File: src/rtl/uart_arb_pkg.sv
// Shared types and reset constants for the UART transmit arbiter.
package uart_arb_pkg;

  typedef enum logic [1:0] {
    ST_IDLE      = 2'd0,
    ST_START     = 2'd1,
    ST_WAIT_BUSY = 2'd2,
    ST_WAIT_DONE = 2'd3
  } arb_state_e;

  localparam int TX_DATA_RST = 0;

  // Owner resets to the last index so the rotating search begins at requester 0.
  function automatic int owner_rst(input int num_req);
    return num_req - 1;
  endfunction

endpackage

File: src/rtl/rr_pick.sv
// Combinational round-robin search: first set req bit at or after owner+1 (mod NUM_REQ).
module rr_pick #(
  parameter int NUM_REQ = 4,
  parameter int IW      = $clog2(NUM_REQ)
) (
  input  logic [NUM_REQ-1:0] req,
  input  logic [IW-1:0]      owner,
  output logic [IW-1:0]      winner,
  output logic               valid
);

  int idx;

  always_comb begin
    winner = owner;
    valid  = 1'b0;
    idx    = 0;
    // Offsets 1..NUM_REQ visit every requester once, the current owner last.
    for (int i = 1; i <= NUM_REQ; i++) begin
      idx = (int'(owner) + i) % NUM_REQ;
      if (!valid && req[IW'(idx)]) begin
        winner = IW'(idx);
        valid  = 1'b1;
      end
    end
  end

endmodule

File: src/rtl/uart_tx_arbiter.sv
// Round-robin arbiter sharing one UART byte transmitter among NUM_REQ sources.
// Optional WAIT_BUSY timeout with sticky tx_err when UART_ARB_TIMEOUT_EN is defined.
module uart_tx_arbiter
  import uart_arb_pkg::*;
#(
  parameter int NUM_REQ = 4,
  parameter int DATA_W  = 8,
  parameter int TIMEOUT = 1024
) (
  input  logic                        clk,
  input  logic                        rst_n,
  input  logic [NUM_REQ-1:0]          req,
  input  logic [NUM_REQ*DATA_W-1:0]   req_data,
  output logic [NUM_REQ-1:0]          grant,
  output logic [$clog2(NUM_REQ)-1:0]  owner,
  output logic                        tx_start,
  output logic [DATA_W-1:0]           tx_data,
  input  logic                        tx_busy,
  output logic                        arb_busy,
  output logic                        tx_err
);

  localparam int IW = $clog2(NUM_REQ);

  if (NUM_REQ < 2 || NUM_REQ > 8 || TIMEOUT < 1) begin : g_param_chk
    $error("uart_tx_arbiter: NUM_REQ must be 2..8 and TIMEOUT >= 1");
  end

  arb_state_e                      state_q, state_d;
  logic [NUM_REQ-1:0][DATA_W-1:0]  req_bytes;
  logic [IW-1:0]                   pick_idx;
  logic                            pick_vld;
  logic                            take;
  logic                            to_hit;

  assign req_bytes = req_data;

  rr_pick #(.NUM_REQ(NUM_REQ), .IW(IW)) u_pick (
    .req    (req),
    .owner  (owner),
    .winner (pick_idx),
    .valid  (pick_vld)
  );

  // A foreign frame on the line (tx_busy in IDLE) holds off arbitration.
  assign take = (state_q == ST_IDLE) && pick_vld && !tx_busy;

`ifdef UART_ARB_TIMEOUT_EN
  localparam int CW = $clog2(TIMEOUT + 1);
  localparam logic [CW-1:0] TO_LAST = CW'(TIMEOUT - 1);

  logic [CW-1:0] to_cnt;

  assign to_hit = (state_q == ST_WAIT_BUSY) && !tx_busy && (to_cnt == TO_LAST);

  always_ff @(posedge clk or negedge rst_n) begin
    if (!rst_n) begin
      to_cnt <= '0;
      tx_err <= 1'b0;
    end else begin
      to_cnt <= (state_q == ST_WAIT_BUSY) ? to_cnt + 1'b1 : '0;
      tx_err <= tx_err | to_hit;
    end
  end
`else
  assign to_hit = 1'b0;
  assign tx_err = 1'b0;
`endif

  always_comb begin
    state_d = state_q;
    case (state_q)
      ST_IDLE:      if (take) state_d = ST_START;
      ST_START:     state_d = ST_WAIT_BUSY;
      ST_WAIT_BUSY: if (tx_busy) state_d = ST_WAIT_DONE;
                    else if (to_hit) state_d = ST_IDLE;
      ST_WAIT_DONE: if (!tx_busy) state_d = ST_IDLE;
      default:      state_d = ST_IDLE;
    endcase
  end

  always_ff @(posedge clk or negedge rst_n) begin
    if (!rst_n) begin
      state_q  <= ST_IDLE;
      grant    <= '0;
      owner    <= IW'(owner_rst(NUM_REQ));
      tx_start <= 1'b0;
      tx_data  <= DATA_W'(TX_DATA_RST);
      arb_busy <= 1'b0;
    end else begin
      state_q  <= state_d;
      grant    <= '0;
      tx_start <= (state_q == ST_START);
      arb_busy <= (state_d != ST_IDLE);
      if (take) begin
        grant[pick_idx] <= 1'b1;
        owner           <= pick_idx;
        tx_data         <= req_bytes[pick_idx];
      end
    end
  end

endmodule

File: config.mk
export PLATFORM = sky130hd
export DESIGN_NAME = uart_tx_arbiter
export DESIGN_NICKNAME = d
export VERILOG_FILES = /design/src/rtl/uart_arb_pkg.sv /design/src/rtl/rr_pick.sv /design/src/rtl/uart_tx_arbiter.sv
export SDC_FILE = /design/constraint.sdc
export NUM_CORES = 1
export LEC_CHECK = 0
export ABC_AREA = 0
export CAP_MARGIN = 30
export CORE_MARGIN = 4
export CORE_UTILIZATION = 40
export CTS_BUF_LIST = sky130_fd_sc_hd__clkbuf_2 sky130_fd_sc_hd__clkbuf_4 sky130_fd_sc_hd__clkbuf_8
export DETAILED_ROUTE_END_ITERATION = 7
export PLACE_DENSITY = 0.78
export SYNTH_ARGS = -nofsm -noshare
export SYNTH_HDL_FRONTEND = slang
export SYNTH_SLANG_ARGS = --single-unit
File: constraint.sdc
create_clock -name clk -period 2.18 [get_ports clk]
set_clock_uncertainty 0.2 [all_clocks]
set_input_delay 0.436 -clock clk [delete_from_list [all_inputs] [get_ports clk]]
set_output_delay 0.436 -clock clk [all_outputs]
set_load 0.03 [all_outputs]
* Word level (Yosys, flattened, before mapping)
Cells that the tools add are included.
Storage, ports and cells: logic and storage cells 60, input port bits 39, register bits after elaboration 18, output and inout bits 17
Cells by class: equal/unequal tests 3, add/sub/neg operators 4, reductions and logical operators 12, muxes and demuxes 29, order comparisons 6
Operators by type and width (count):
- $bmux 8 s2 | 1
- $lt 2x4->1 const B | 4
- $mux 2 | 7
- $mux 1 | 13
- $bmux 1 s2 | 4
- $mux 8 | 1
- $pmux 2 s4 | 1
- $logic_and 1x1->1 | 6
- $add 2x1->2 const B | 2
- $add 2x2->2 const B | 2
- $eq 2x2->1 const B | 2
- $logic_not 1->1 | 4
- $mux 4 | 1
- $lt 2x3->1 const B | 1
- $demux 1 s2 | 1
- $eq 2x1->1 const B | 1
- $ge 2x1->1 const B | 1
- $logic_not 2->1 | 1
- $reduce_bool 2->1 | 1

* Depth between registers and ports, before layout
word-level depth 19, mapped depth 6, mapped depth without buffers 5

* By module
Synthesis repeated with hierarchy kept, for this count alone.
Unflattened totals: cells, all modules 68, area, all modules 959.7 um^2
By module, submodules not included:
- uart_tx_arbiter | cells each 54, area an instance 877.1 um^2, instances 1
- rr_pick | cells each 14, area an instance 82.6 um^2, instances 1

* Worst setup path before layout
OpenSTA, ideal clock, no wires.
path kind register to register, start reg owner[1], end reg tx_data[1], slack 0.213 ns, buffers on the path 1, stages on the path, launching flop included 7, data required time 1.848 ns, period minus slack after synthesis 1.967 ns, arrival 1.635 ns, cells stage by stage dfstp_2 mux2i_1 o22ai_1 nor2_2 buf_4 mux2i_1 o211ai_1
Between the ends: longest elaborated chain between the ends 16, elaborated cells between the ends (all ways) 34
Ends and longest elaborated chain:
- from (decl) | line uart_tx_arbiter.sv:15 | output logic [$clog2(NUM_REQ)-1:0] owner,
- from (signal assigned) | line uart_tx_arbiter.sv:86 | owner <= IW'(owner_rst(NUM_REQ));
- from (signal assigned) | line uart_tx_arbiter.sv:97 | owner <= pick_idx;
- $add 2x1->2 | line rr_pick.sv:20 | idx = (int'(owner) + i) % NUM_REQ;
- $bmux 1 s2 | line rr_pick.sv:21 | if (!valid && req[IW'(idx)]) begin
- $mux 1 (implied by the code) (2 in a row) | line rr_pick.sv:21
- $mux 1 | line rr_pick.sv:21
- $logic_not 1->1 | line rr_pick.sv:21
- $logic_and 1x1->1 | line rr_pick.sv:21
- $mux 1 | line rr_pick.sv:21
- $logic_not 1->1 | line rr_pick.sv:21
- $logic_and 1x1->1 | line rr_pick.sv:21
- $mux 1 | line rr_pick.sv:21
- $logic_not 1->1 | line rr_pick.sv:21
- $logic_and 1x1->1 | line rr_pick.sv:21
- $mux 2 / $mux 1 (equally long branches) | line rr_pick.sv:21
- $bmux 8 s2 / $logic_and 1x1->1 (equally long branches) | line uart_tx_arbiter.sv:98, uart_tx_arbiter.sv:46
- $mux 8 (implied by the code) / $logic_and 1x1->1 (equally long branches) | line uart_tx_arbiter.sv:98, uart_tx_arbiter.sv:46
- to (signal assigned) | line uart_tx_arbiter.sv:88 | tx_data <= DATA_W'(TX_DATA_RST);
- to (signal assigned) | line uart_tx_arbiter.sv:98 | tx_data <= req_bytes[pick_idx];
- to (decl) | line uart_tx_arbiter.sv:17 | output logic [DATA_W-1:0] tx_data,
Several ways; a longest one is shown, not always the timed one. The select of a mux whose other input is x is not followed. A chain may end at the register's enable or synchronous reset.

* Worst setup path after layout
start in req[3], end reg tx_data[4]
Between the ends: longest elaborated chain between the ends 15, elaborated cells between the ends (all ways) 30
Ends and longest elaborated chain:
- from (decl) | line uart_tx_arbiter.sv:12 | input logic [NUM_REQ-1:0] req,
- $bmux 1 s2 | line rr_pick.sv:21
- $mux 1 (implied by the code) (2 in a row) | line rr_pick.sv:21
- $mux 1 | line rr_pick.sv:21
- $logic_not 1->1 | line rr_pick.sv:21
- $logic_and 1x1->1 | line rr_pick.sv:21
- $mux 1 | line rr_pick.sv:21
- $logic_not 1->1 | line rr_pick.sv:21
- $logic_and 1x1->1 | line rr_pick.sv:21
- $mux 1 | line rr_pick.sv:21
- $logic_not 1->1 | line rr_pick.sv:21
- $logic_and 1x1->1 | line rr_pick.sv:21
- $mux 2 / $mux 1 (equally long branches) | line rr_pick.sv:21
- $bmux 8 s2 / $logic_and 1x1->1 (equally long branches) | line uart_tx_arbiter.sv:98, uart_tx_arbiter.sv:46
- $mux 8 (implied by the code) / $logic_and 1x1->1 (equally long branches) | line uart_tx_arbiter.sv:98, uart_tx_arbiter.sv:46
Several ways; a longest one is shown, not always the timed one. The select of a mux whose other input is x is not followed.

==> results_dict.tcl <==
set metrics [dict create \
    end_kind "flip-flop" \
    synth_edf_count 0 \
    synth_area_mm2 0.00104 \
    cts.path.max_buffers 2 \
    clock.fmax_mhz 491 \
    final_cells 206 \
    syn2layout_area_growth_pct 67.3 \
    avgSynthCellArea_um2 9.54 \
    slew_viol_final 0 \
    fp.dieW_um 59.0 \
    crit_arrival_ns 2.01 \
    diodes 0 \
    grt-ovfl-total 0 \
    cts.sinks 18 \
    start_util 0.420 \
    antenna_found_initial 0 \
    hold_buffers 0 \
    grt_pass1_vias 1138 \
    status "finished clean" \
    io_pins 56 \
    worst-setup-path-type "input pin to flip-flop" \
    r2r_slack_ns 0.22 \
    drc 0 \
    grt_max_degree 19 \
    die_area_mm2 0.00348 \
    max-cap-violations 0 \
    rows 18 \
    cp_slowest_cell "clkdlybuf4s50_1" \
    hpwlAfterDp_um 2340 \
    drt.antenna.violating_nets 0 \
    preCtsSetupSlack_ns -0.200 \
    portBuffers 54 \
    cp-start-kind "input pin" \
    power_density_mw_per_mm2 1020 \
    htreeDepth 1 \
    dp.cells 202 \
    post_cts_resized 2 \
    crit_chain "clkdlybuf4s50_1, buf_4, o41ai_4, nand4b_1, buf_4, o211ai_1" \
    async_reset_ff_frac 1.00 \
    final_common_cell "clkdlybuf4s50_1" \
    drtIter0Drc 20 \
    cts_root_buf "clkbuf_4" \
    fin_crit_ns 2.04 \
    path_buf_inv 3 \
    cp_max_fo 8 \
    cpMostUsedCell "buf_4" \
    die_height_um 59.0 \
    grt_use_total 0.188 \
    synth-seq-cells 18 \
    yosys_most_used_dff "dfrtp_1" \
    synth.distinct_cells 29 \
    ir_drop_mv 0.700 \
    routabilityCongestion 0.830 \
    critPathTopFamily "buffers and inverters" \
    netlist_instances 109 \
    clock_latency_ns 0.29 \
    layout_common_cells "52 x clkdlybuf4s50_1, 16 x dfrtp_1, 15 x nand2_1" \
    vias 1081 \
    hold_viol 0 \
    cts_setup_buffers 0 \
    core-area_mm2 0.00248 \
    cellLeakagePower_uw 0.000763 \
    hold_class "input pin to async pin" \
    critical_path_required_ns 2.15 \
    clk_pin_slew_worst_paths_ns 0.11 \
    post_drt_via_cell_ratio 5.25 \
    setup_viol 0 \
    drive_above_1_share 0.153 \
    dr.pass1.iters 4 \
    critPathMaxStageDelay_ns 0.48 \
    routed_wirelength_um 2990 \
    cts_tree "built" \
    rsz0062_at_grt "no" \
    setup_slack_ns 0.144 \
    syn_nets 148 \
    period_share 0.934 \
    grt_pass1_wl_um 4960 \
    wl_per_cell_um 14.5 \
    final_nets 216 \
    synth_warnings 0 \
    numCtsBuffers 3 \
    ys_seq_area_frac 0.436 \
]
routing by layer:
| layer | global-route usage | share of wire | vias to the layer above |
|---|---|---|---|
| li1 | - | - | 528 |
| met4 | 0.0777 | 0.015 | 0 |
| met1 | 0.221 | 0.39 | 509 |
| met5 | 0 | 0 | - |
| met3 | 0.0218 | 0.060 | 4 |
| met2 | 0.344 | 0.53 | 40 |
final cells by class:
class                           instances  area [um^2]
Sequential cell                        18          453
Multi-Input combinational cell         85          556
Clock buffer                            4         30.0
Tap cell                               30         37.5
Fill cell                             203          738
Timing Repair Buffer                   69          663
stage by stage:
step | power, uW | hold slack, ns | utilization | setup TNS, ns | instance area, um^2
CTS | 1790 | 0.263 | 0.702 | 0 | 1740
detailed placement | 1610 | 0.286 | 0.690 | -1.65 | 1710
global placement | 1580 | 0.276 | 0.690 | -1.12 | 1710
floorplan | 1150 | -0.0596 | - | 0 | 1040
finish | 1780 | 0.253 | 0.702 | 0 | 1740
global route | 1910 | 0.259 | 0.702 | 0 | 1740
sequential cells by signal (all words and copies together) (netlist names):
signal    cells
arb_busy      1
grant         4
owner         2
state_q       2
tx_data       8
tx_start      1
Yosys cell counts, types with 2 or more instances:
master	number	area, um^2
o211ai_1	8	60.1
clkbuf_1	2	7.51
a21boi_0	8	60.1
nand2b_1	3	18.8
nor2b_1	3	18.8
dfstp_2	2	52.6
and3_1	8	50.1
or2_2	2	12.5
nor3_1	2	10.0
mux2i_1	9	90.1
o21ai_0	9	45.0
nand2_1	15	56.3
a21o_1	2	15.0
nor2_1	4	15.0
dfrtp_1	16	400
o21ai_1	2	10.0
buf_4	2	15.0
final timing paths:
check,from,cells past startpoint,end
setup reg to reg,owner[1],6,tx_data[1]
hold / removal,rst_n,2,tx_data[2]
max in group asynchronous,rst_n,2,owner[0]
min in group clk,tx_data[3],2,tx_data[3]
setup / recovery,req[3],6,tx_data[4]
hold reg to reg,tx_data[3],2,tx_data[3]
cells by family after synthesis:
logic type / share of synthesized area
other: 0.00361
AOI/OAI and AO/OA: 0.248
DFF: 0.436
buffers and inverters: 0.0313
and+or+nand+nor: 0.195
muxes: 0.0866
where the power goes:
| part | switching, uW | internal, uW |
|---|---|---|
| sequential | 89.0 | 465 |
| combinational | 546 | 492 |
| clock | 101 | 83.4 |
| total | 736 | 1040 |
Note: power is estimated with default switching activity, not from simulation.
